==> src/rtl/l2_tag_ctrl.sv <==
// l2_tag_ctrl: controller for the single-port L2 tag SRAM.
// Clears the 16-set array after reset, looks up tags for L2 requests
// (hit/miss + victim info), marks lines dirty on store hits and
// installs tags on refills.
//
// Ports:
//   clk, rst_n              clock, async active-low reset
//   req_*                   lookup request (valid/ready, addr, we)
//   fill_*                  refill tag install (valid/ready, addr, dirty)
//   resp_*                  registered one-cycle response pulse + victim info
//   tag_csb/web/addr/din    SRAM controls (active-low csb/web)
//   tag_dout                SRAM read word {valid, dirty, tag}
//   perf_hits/perf_misses   lookup counters, only with L2_TAG_PERF_EN
//
// Optional feature macro: L2_TAG_PERF_EN (adds the perf counters).
module l2_tag_ctrl #(
    parameter int ADDR_W = 32,
    parameter int OFF_W  = 6,
    parameter int IDX_W  = 4,
    parameter int TAG_W  = ADDR_W - IDX_W - OFF_W
) (
    input  logic              clk,
    input  logic              rst_n,
    input  logic              req_valid,
    output logic              req_ready,
    input  logic [ADDR_W-1:0] req_addr,
    input  logic              req_we,
    input  logic              fill_valid,
    output logic              fill_ready,
    input  logic [ADDR_W-1:0] fill_addr,
    input  logic              fill_dirty,
    output logic              resp_valid,
    output logic              resp_hit,
    output logic              resp_victim_valid,
    output logic              resp_victim_dirty,
    output logic [TAG_W-1:0]  resp_victim_tag,
    output logic              tag_csb,
    output logic              tag_web,
    output logic [IDX_W-1:0]  tag_addr,
    output logic [TAG_W+1:0]  tag_din,
    input  logic [TAG_W+1:0]  tag_dout
`ifdef L2_TAG_PERF_EN
    ,
    output logic [31:0]       perf_hits,
    output logic [31:0]       perf_misses
`endif
);

    typedef enum logic [1:0] {
        S_INIT,
        S_IDLE,
        S_COMPARE,
        S_MARK
    } state_t;

    state_t            state;
    logic [IDX_W-1:0]  init_cnt;
    logic [IDX_W-1:0]  lat_idx;
    logic [TAG_W-1:0]  lat_tag;
    logic              lat_we;

    logic [IDX_W-1:0]  req_idx;
    logic [TAG_W-1:0]  req_tag;
    logic [IDX_W-1:0]  fill_idx;
    logic [TAG_W-1:0]  fill_tag;

    logic              dout_valid;
    logic              dout_dirty;
    logic [TAG_W-1:0]  dout_tag;
    logic              hit;

    // Line offset bits never reach the tag array.
    logic              unused_off;

    assign req_idx  = req_addr[OFF_W +: IDX_W];
    assign req_tag  = req_addr[OFF_W+IDX_W +: TAG_W];
    assign fill_idx = fill_addr[OFF_W +: IDX_W];
    assign fill_tag = fill_addr[OFF_W+IDX_W +: TAG_W];

    assign unused_off = ^{req_addr[OFF_W-1:0], fill_addr[OFF_W-1:0]};

    assign dout_valid = tag_dout[TAG_W+1];
    assign dout_dirty = tag_dout[TAG_W];
    assign dout_tag   = tag_dout[TAG_W-1:0];
    assign hit        = dout_valid && (dout_tag == lat_tag);

    // SRAM controls and handshakes decode the registered state.
    // Everything is held inactive while reset is asserted.
    always_comb begin
        tag_csb    = 1'b1;
        tag_web    = 1'b1;
        tag_addr   = '0;
        tag_din    = '0;
        req_ready  = 1'b0;
        fill_ready = 1'b0;
        if (rst_n) begin
            unique case (state)
                S_INIT: begin
                    tag_csb  = 1'b0;
                    tag_web  = 1'b0;
                    tag_addr = init_cnt;
                end
                S_IDLE: begin
                    if (fill_valid) begin
                        // Refill wins over a lookup in the same cycle.
                        fill_ready = 1'b1;
                        tag_csb    = 1'b0;
                        tag_web    = 1'b0;
                        tag_addr   = fill_idx;
                        tag_din    = {1'b1, fill_dirty, fill_tag};
                    end else begin
                        req_ready = 1'b1;
                        if (req_valid) begin
                            tag_csb  = 1'b0;
                            tag_addr = req_idx;
                        end
                    end
                end
                S_COMPARE: begin
                end
                S_MARK: begin
                    tag_csb  = 1'b0;
                    tag_web  = 1'b0;
                    tag_addr = lat_idx;
                    tag_din  = {2'b11, lat_tag};
                end
                default: begin
                end
            endcase
        end
    end

    always_ff @(posedge clk or negedge rst_n) begin
        if (!rst_n) begin
            state             <= S_INIT;
            init_cnt          <= '0;
            lat_idx           <= '0;
            lat_tag           <= '0;
            lat_we            <= 1'b0;
            resp_valid        <= 1'b0;
            resp_hit          <= 1'b0;
            resp_victim_valid <= 1'b0;
            resp_victim_dirty <= 1'b0;
            resp_victim_tag   <= '0;
`ifdef L2_TAG_PERF_EN
            perf_hits         <= '0;
            perf_misses       <= '0;
`endif
        end else begin
            resp_valid <= 1'b0;
            unique case (state)
                S_INIT: begin
                    init_cnt <= init_cnt + 1'b1;
                    if (init_cnt == '1) begin
                        state <= S_IDLE;
                    end
                end
                S_IDLE: begin
                    if (!fill_valid && req_valid) begin
                        lat_idx <= req_idx;
                        lat_tag <= req_tag;
                        lat_we  <= req_we;
                        state   <= S_COMPARE;
                    end
                end
                S_COMPARE: begin
                    // tag_dout holds the word read in the accept cycle.
                    resp_valid        <= 1'b1;
                    resp_hit          <= hit;
                    resp_victim_valid <= dout_valid;
                    resp_victim_dirty <= dout_dirty;
                    resp_victim_tag   <= dout_tag;
`ifdef L2_TAG_PERF_EN
                    if (hit) begin
                        perf_hits <= perf_hits + 32'd1;
                    end else begin
                        perf_misses <= perf_misses + 32'd1;
                    end
`endif
                    // Only a clean store hit needs the dirty bit set.
                    if (lat_we && hit && !dout_dirty) begin
                        state <= S_MARK;
                    end else begin
                        state <= S_IDLE;
                    end
                end
                S_MARK: begin
                    state <= S_IDLE;
                end
                default: begin
                    state <= S_INIT;
                end
            endcase
        end
    end

endmodule

==> config.mk <==
export PLATFORM = sky130hd
export DESIGN_NAME = l2_tag_ctrl
export DESIGN_NICKNAME = d
export VERILOG_FILES = /design/src/rtl/l2_tag_ctrl.sv
export SDC_FILE = /design/constraint.sdc
export NUM_CORES = 1
export LEC_CHECK = 0
export CAP_MARGIN = 20
export CORE_MARGIN = 3
export CORE_UTILIZATION = 40
export CTS_BUF_LIST = sky130_fd_sc_hd__clkbuf_4 sky130_fd_sc_hd__clkbuf_8 sky130_fd_sc_hd__clkbuf_16
export DETAILED_ROUTE_END_ITERATION = 6
export PLACE_DENSITY_LB_ADDON = 0.12
export SLEW_MARGIN = 10
export SYNTH_ARGS = -nofsm -noshare
export SYNTH_HDL_FRONTEND = slang
export SYNTH_SLANG_ARGS = --single-unit
export TNS_END_PERCENT = 50
==> constraint.sdc <==
create_clock -name clk -period 4.85 [get_ports clk]
set_clock_uncertainty 0.05 [all_clocks]
set_input_delay 1.455 -clock clk [delete_from_list [all_inputs] [get_ports clk]]
set_output_delay 1.455 -clock clk [all_outputs]
set_load 0.02 [all_outputs]
# --- Yosys cells after proc, flatten, opt, wreduce, memory -nomap -nowiden ---
# Index checks and enable logic that the tools add are counted.
totals:
  register_bits: 59
  in_bits: 94
op_classes:
  add_sub_neg: 1
  eq_ne: 7
  mux: 24
  n_reduce_logical: 10
op_table:
  columns: ["op", "count"]
  rows:
  - ["$mux 24", 2]
  - ["$pmux 24 s2", 1]
  - ["$eq 22x22->1", 1]
  - ["$mux 4", 3]
  - ["$pmux 4 s3", 1]
  - ["$mux 1", 11]
  - ["$pmux 2 s4", 1]
  - ["$mux 2", 3]
  - ["$add 4x1->4 const B", 1]
  - ["$eq 2x2->1 const B", 2]
  - ["$eq 4x4->1 const B", 1]
  - ["$logic_and 1x1->1", 4]
  - ["$ne 2x2->1 const B", 2]
  - ["$pmux 1 s2", 2]
  - ["$reduce_and 2->1", 2]
  - ["$eq 2x1->1 const B", 1]
  - ["$logic_not 1->1", 2]
  - ["$logic_not 2->1", 1]
  - ["$reduce_or 2->1", 1]

# --- Logic depth before layout (Yosys ltp) ---
# Gate-level depths: netlist (run 1).
logic_depth:
  ltp_word: 6
  mapped_depth: 8
  ltp_nobuf: 6

# --- Least setup slack after synthesis (run 1) ---
# OpenSTA, ideal clock, no wires.
synth_timing:
  path_type: "input to output"
  startpoint: "in fill_valid"
  endpoint: "out tag_din[13]"
  arrival_ns: 2.291
  setup_slack_ns: 1.054
  stages: 5
  path_buffers: 2
  cell_sequence: "and2_1 -> buf_2 -> buf_2 -> a22oi_1 -> nor2_1"
synth_via:
  elab_chain_cells: 3
synth_lines:
  columns: ["item", "line", "text"]
  rows:
  - ["start: declaration", "28", "input logic fill_valid,"]
  - ["$mux 24", "104", "if (fill_valid) begin"]
  - ["$pmux 24 s2", "97", "unique case (state)"]
  - ["$mux 24", "96", "if (rst_n) begin"]
  - ["end: declaration", "40", "output logic [TAG_W+1:0] tag_din,"]
# Every way passes these cells.

# --- Worst setup path after layout (run 1) ---
layout_timing:
  startpoint: "in fill_valid"
  endpoint: "out tag_addr[2]"
layout_via:
  elab_chain_cells: 3
layout_lines:
  columns: ["item", "line", "text"]
  rows:
  - ["$mux 4", "104", null]
  - ["$pmux 4 s3", "97", null]
  - ["$mux 4", "96", null]
  - ["end: declaration", "39", "output logic [IDX_W-1:0] tag_addr,"]
# Every way passes these cells.

==> flow_summary.toml, run 1 <==
[setup_path]
path_depth = 6
slowest_delay_ns = 0.54
crit_required_ns = 3.35
crit_slowest_cell = "clkdlybuf4s50_1"
r2r_cells = 7
arrival_ns = 3.24
crit_path_frequent_cell = "clkdlybuf4s50_1"
cp.buffers_inverters = 3
crit_type = "in -> out"
path_max_fanout = 17
path_delay_family = "buffers and inverters"
start_kind = "input pin"
path_cells = "clkdlybuf4s50_1, and2_1, buf_12, a222oi_1, a21oi_1, clkdlybuf4s50_1"
endpoint_kind = "output port"

[floorplanning]
die_height_um = 93.1
start_util_pct = 41.6
core_area_um2 = 7290
die_x_um = 93.1
dieArea_um2 = 8670
rows = 31
pin_count = 152

[layout]
final_cells = 555
antenna_cells = 0
area_delta_synth_final_pct = 57.0
multi_input_area_um2 = 1460
nets = 552
nFillCells = 635
regArea_um2 = 1480
most-common-layout-cells = "clkdlybuf4s50_1 (135), nand2_1 (86), dfrtp_1 (59)"
drive_above_1_share_pct = 12.5
final_common_cell = "clkdlybuf4s50_1"

[run_status]
status = "finished clean"

[yosys]
seq_area_frac_synth_pct = 48.6
synth-main-ff-cell = "dfrtp_1"
netlist_area_um2 = 3040
yosysTopAreaCell = "dfrtp_1"
synth_cell_type_count = 32
synth_area_leaders = "dfrtp_1 (49%), nand2_1 (11%), mux2_2 (8.9%)"
async_reset_ff_share_pct = 100
synth-edff-count = 0
syn-num-nets = 409
ys.warnings.count = 0
avgSynthCellArea_um2 = 9.82
synth_seq_cells = 59
postSynthCellCount = 309
synth_top_area_share_pct = 48.6

[power_and_ir_drop]
ir_drop_mv = 0.231
power.density_nw_per_um2 = 547
p_leak_nw = 2.13
power_mw = 2.61

[hold_path]
whs_path_depth = 2
hold_path.class = "reg -> reg"

[detailed_routing]
ant_nets = 0
wl_per_cell_um = 16.0
drt_iter0_drc = 80
vias_per_cell = 4.99
drt_wl_total_um = 8860
drc_errors = 0
vias = 2767
drt_pass1_iterations = 4

[timing]
tns_ns = 0
slew_headroom_pct = 34.3
setup_viol = 0
max_freq_mhz = 211
rsz0062_at_grt = "false"
finalCriticalPeriod_ns = 4.74
tightest_slew_ns = 0.983
post-route-period-util_pct = 97.8
drv_slew = 0
hold_viol_final = 0

[global_routing]
grt_pass1_wl_um = 14400
grt_util_met3_pct = 5.31
antenna_found_initial = 0
grt_max_degree = 35
grt_pass1_vias = 2862
grt.total_usage_pct = 21.4
grt_use_met2_pct = 35.1
use_met1_pct = 27.7
busiest_layer = "met2"
grt.overflow.total = 0

[placed_design]
globalplace.congestion = 0.782
portBuffers = 139
placedCellCount = 539
dpl.hpwl_um = 6580

[cts]
cts-buffers-inserted = 9
clk_pin_slew_ns = 0.06
postCtsSetupRepairBufs = 0
cts_max_level = 3
cts-root-buf = "clkbuf_8"
clkLatencyLatePin_ns = 0.32
cts_sinks = 59
clk_path_buf_depth = 2
cts_tree = "yes"

[job]
drv_cap = 0
[registers in the layout (all words and copies together), names as in the netlist]
register           cells
lat_we                 1
resp_valid             1
state                  2
lat_idx                4
resp_hit               1
resp_victim_dirty      1
resp_victim_tag       22
resp_victim_valid      1
init_cnt               4
lat_tag               22
[metrics by stage]
| step | hold WS (ns) | setup slack, ns | utilization (%) | instance area [um^2] |
|---|---|---|---|---|
| global route | 0.455 | 0.00516 | 65.4 | 4770 |
| global placement | 0.407 | 0.0753 | 62.3 | 4540 |
| CTS | 0.433 | 0.0380 | 65.1 | 4750 |
| floorplan | 0.396 | 1.05 | - | 3040 |
| finish | 0.431 | 0.107 | 65.4 | 4770 |
| detailed placement | 0.417 | 0.0439 | 62.3 | 4540 |
[worst register-to-register path: cells and delay by family, from the launching register on]
kind	cells	cell delay, ns
adder cells (fa/ha/maj)	1	0.33
buffers and inverters	2	0.25
flip-flops	1	0.42
AND/OR/NAND/NOR	4	1.11
[logic make-up after synthesis]
group | synth area share (%)
AND/OR/NAND/NOR | 18.7
flip-flops | 48.6
AO/OA/AOI/OAI | 10.2
XOR/XNOR | 7.21
multiplexers | 9.23
buffers and inverters | 3.54
adder cells (fa/ha/maj) | 2.47
[layout make-up]
cell class                      instances  share of cell area, %
Sequential cell                        59                   31.0
Multi-Input combinational cell        227                   30.6
Timing Repair Buffer                  149                   31.2
Clock inverter                          2                  0.735
Inverter                                6                  0.473
Tap cell                               99                   2.60
Clock buffer                           13                   3.49
[path summary, 6_finish.rpt]
kind | startpoint | to | slack (ns)
worst max-delay path | fill_valid | tag_addr[2] | 0.11
worst min-delay path | lat_idx[0] | lat_idx[0] | 0.43
worst max register to register | state[1] | lat_tag[8] | 2.57
worst min register to register | lat_idx[0] | lat_idx[0] | 0.43
max in group asynchronous | rst_n | resp_victim_tag[4] | 3.08
min in group asynchronous | rst_n | resp_victim_tag[0] | 0.95
[metal layers]
| layer | up-vias | routed length, um |
|---|---|---|
| li1 | 1332 | - |
| met1 | 1332 | 4000 |
| met2 | 93 | 4150 |
| met3 | 10 | 561 |
| met4 | 0 | 147 |
| met5 | - | 0 |
[power by group]
part           internal (mW)  switching [mW]  leakage [nW]
combinational          0.613           0.633          1.30
clock                  0.274           0.184         0.106
sequential             0.727           0.178         0.725
[Yosys cell counts, drive strengths merged, types with 2 or more instances]
| library cell | n |
|---|---|
| clkbuf | 6 |
| ha | 6 |
| a21oi | 8 |
| xnor2 | 2 |
| buf | 11 |
| and2 | 3 |
| nor2b | 2 |
| nor2 | 23 |
| nand2 | 86 |
| mux2 | 24 |
| o21ai | 3 |
| nand4 | 2 |
| a222oi | 4 |
| xor2 | 23 |
| nor4 | 6 |
| dfrtp | 59 |
| nand2b | 3 |
| a22oi | 23 |
| inv | 6 |
[repair_timing]
item	in CTS	in global routing
setup endpoints to repair	0	4
resized for setup	0	4
endpoints found under the hold margin	0	0
hold buffers	0	0
Power figures use the tool's default switching activity.
==> run 2: changes to the inputs <==
--- a/config.mk
+++ b/config.mk
@@ -6,7 +6,6 @@
 export NUM_CORES = 1
 export LEC_CHECK = 0
 export CAP_MARGIN = 20
-export CORE_MARGIN = 3
 export CORE_UTILIZATION = 40
 export CTS_BUF_LIST = sky130_fd_sc_hd__clkbuf_4 sky130_fd_sc_hd__clkbuf_8 sky130_fd_sc_hd__clkbuf_16
 export DETAILED_ROUTE_END_ITERATION = 6
==> run 2 against run 1 <==
- design area is 0.42% lower
- wire length fell by 5.2%
- worst setup slack worse by 0.025 ns
- die area down 8.4%
- register-to-register slack improved by 0.07 ns
- sequential share of layout area grew 0.13 points
- cell count is 0.18% lower
- via count decreased by 1.3%
- largest power group unchanged
==> flow_summary.toml, run 2 (synthesized netlist as in run 1, its figures left out) <==
[layout]
largestRegisters = "lat_tag (22), resp_victim_tag (22)"
nets = 551
final_common_cell = "clkdlybuf4s50_1"
area_delta_synth_final_pct = 56.3
antenna_cells = 0
multi_input_area_um2 = 1460
design_area_um2 = 4750
most-common-layout-cells = "clkdlybuf4s50_1 (128), nand2_1 (86), dfrtp_1 (59)"
regArea_um2 = 1480
nFillCells = 639
drive_above_1_share_pct = 12.5

[setup_path]
crit_required_ns = 3.35
ff2ff_setup_slack_ns = 2.64
crit_type = "in -> out"
r2r_cells = 6
endpoint_kind = "output port"
start_kind = "input pin"
arrival_ns = 3.26
path_max_fanout = 11

[cts]
clk_path_buf_depth = 2
post_cts_resize_count = 1
postCtsSetupRepairBufs = 0
cts-buffers-inserted = 9
cts_tree = "yes"
clkLatencyLatePin_ns = 0.33
cts_max_level = 3
clk_pin_slew_ns = 0.06
cts_sinks = 59
cts-root-buf = "clkbuf_8"
holdBufCountCts = 0

[floorplanning]
rows = 31
die_height_um = 89.1
start_util_pct = 41.6
die_x_um = 89.1
core_area_um2 = 7290
pin_count = 152
dieArea_um2 = 7940

[global_routing]
grt.total_usage_pct = 22.2
antenna_found_initial = 0
grt_max_degree = 39
grt_pass1_vias = 2644
grt_use_met2_pct = 34.1
use_met1_pct = 30.2
grt.overflow.total = 0
busiest_layer = "met2"
grt_pass1_wl_um = 13200
grt_util_met3_pct = 5.82

[placed_design]
globalplace.congestion = 0.827
portBuffers = 139
dpl.hpwl_um = 6150
dpl_cell_area_um2 = 4530

[detailed_routing]
drt_iter0_drc = 98
drt_wl_total_um = 8400
wl_per_cell_um = 15.2
vias_per_cell = 4.93
vias = 2732
drc_errors = 0
ant_nets = 0
drt_pass1_iterations = 4

[power_and_ir_drop]
power_mw = 2.56
power.density_nw_per_um2 = 539
p_leak_nw = 2.24
seqPwrFrac_pct = 35.4
swShare_pct = 38.2
p_clk_share_pct = 16.8
p_sw_mw = 0.978
ir_drop_mv = 0.270
power.share.combinational_pct = 47.9
p_int_mw = 1.58

[timing]
fin_hold_ws_ns = 0.431
setup_viol = 0
tightest_slew_ns = 1.02
max_freq_mhz = 210
hold_viol_final = 0
finalCriticalPeriod_ns = 4.77
slew_headroom_pct = 31.7
drv_slew = 0
post-route-period-util_pct = 98.3
rsz0062_at_grt = "false"

[run_status]
status = "finished clean"

[job]
drv_cap = 0

[hold_path]
hold_path.class = "reg -> reg"
whs_path_depth = 2
## run 2: cell count changes in the layout (fill, tap and decap cells not counted), sizes merged
cell	delta
clkbuf	-1
clkinv	+1
buf	-1
dlymetal6s2s	+7
clkdlybuf4s50	-7
## run 2: worst max-delay path: stages
cell	delay, ns
clkdlybuf4s50_1	0.52
and2_2	0.26
buf_4	0.22
a22oi_1	0.09
nor2_1	0.10
clkdlybuf4s50_1	0.61
## run 2: per-stage QoR
stage,setup WS (ns),setup TNS [ns],cells,utilization [%]
after floorplan,1.05,0,309,-
after detailed placement,-0.0115,-0.0568,539,62.1
after CTS,0.0366,0,554,64.7
final,0.0819,0,554,65.1
after global routing,0.00769,0,554,65.1
after global placement,-0.0147,-0.0147,539,62.1
## run 2: power by group through the flow
stage	Combinational, mW	Clock [mW]	Sequential (mW)
finish	1.22	0.429	0.905
global route	1.34	0.458	0.939
CTS	1.24	0.438	0.906
detailed placement	1.23	0	0.913
global placement	1.21	0	0.903
floorplan	0.595	0	1.01
## run 2: layout make-up
| cell class | instances | area share [%] |
|---|---|---|
| repair buffers | 148 | 31.2 |
| flip-flops and latches | 59 | 31.1 |
| multi-input cells | 227 | 30.7 |
| clock buffers | 12 | 3.08 |
| well taps | 99 | 2.61 |
| clock inverters | 3 | 0.844 |
| inverters | 6 | 0.475 |
## run 2: per-layer routing
metal / part of all wire (%) / up-vias / wire length [um]
li1: - / 1329 / -
met1: 44 / 1273 / 3730
met2: 45 / 117 / 3810
met3: 8.9 / 13 / 748
met4: 1.4 / 0 / 121
met5: 0 / - / 0
## run 2: final timing paths
path / startpoint / end
worst max register to register: state[1] / lat_tag[11]
min in group asynchronous: rst_n / state[0]
worst min register to register: lat_idx[1] / lat_idx[1]
worst min-delay path: lat_idx[1] / lat_idx[1]
max in group asynchronous: rst_n / resp_victim_tag[21]
worst max-delay path: fill_valid / tag_din[3]
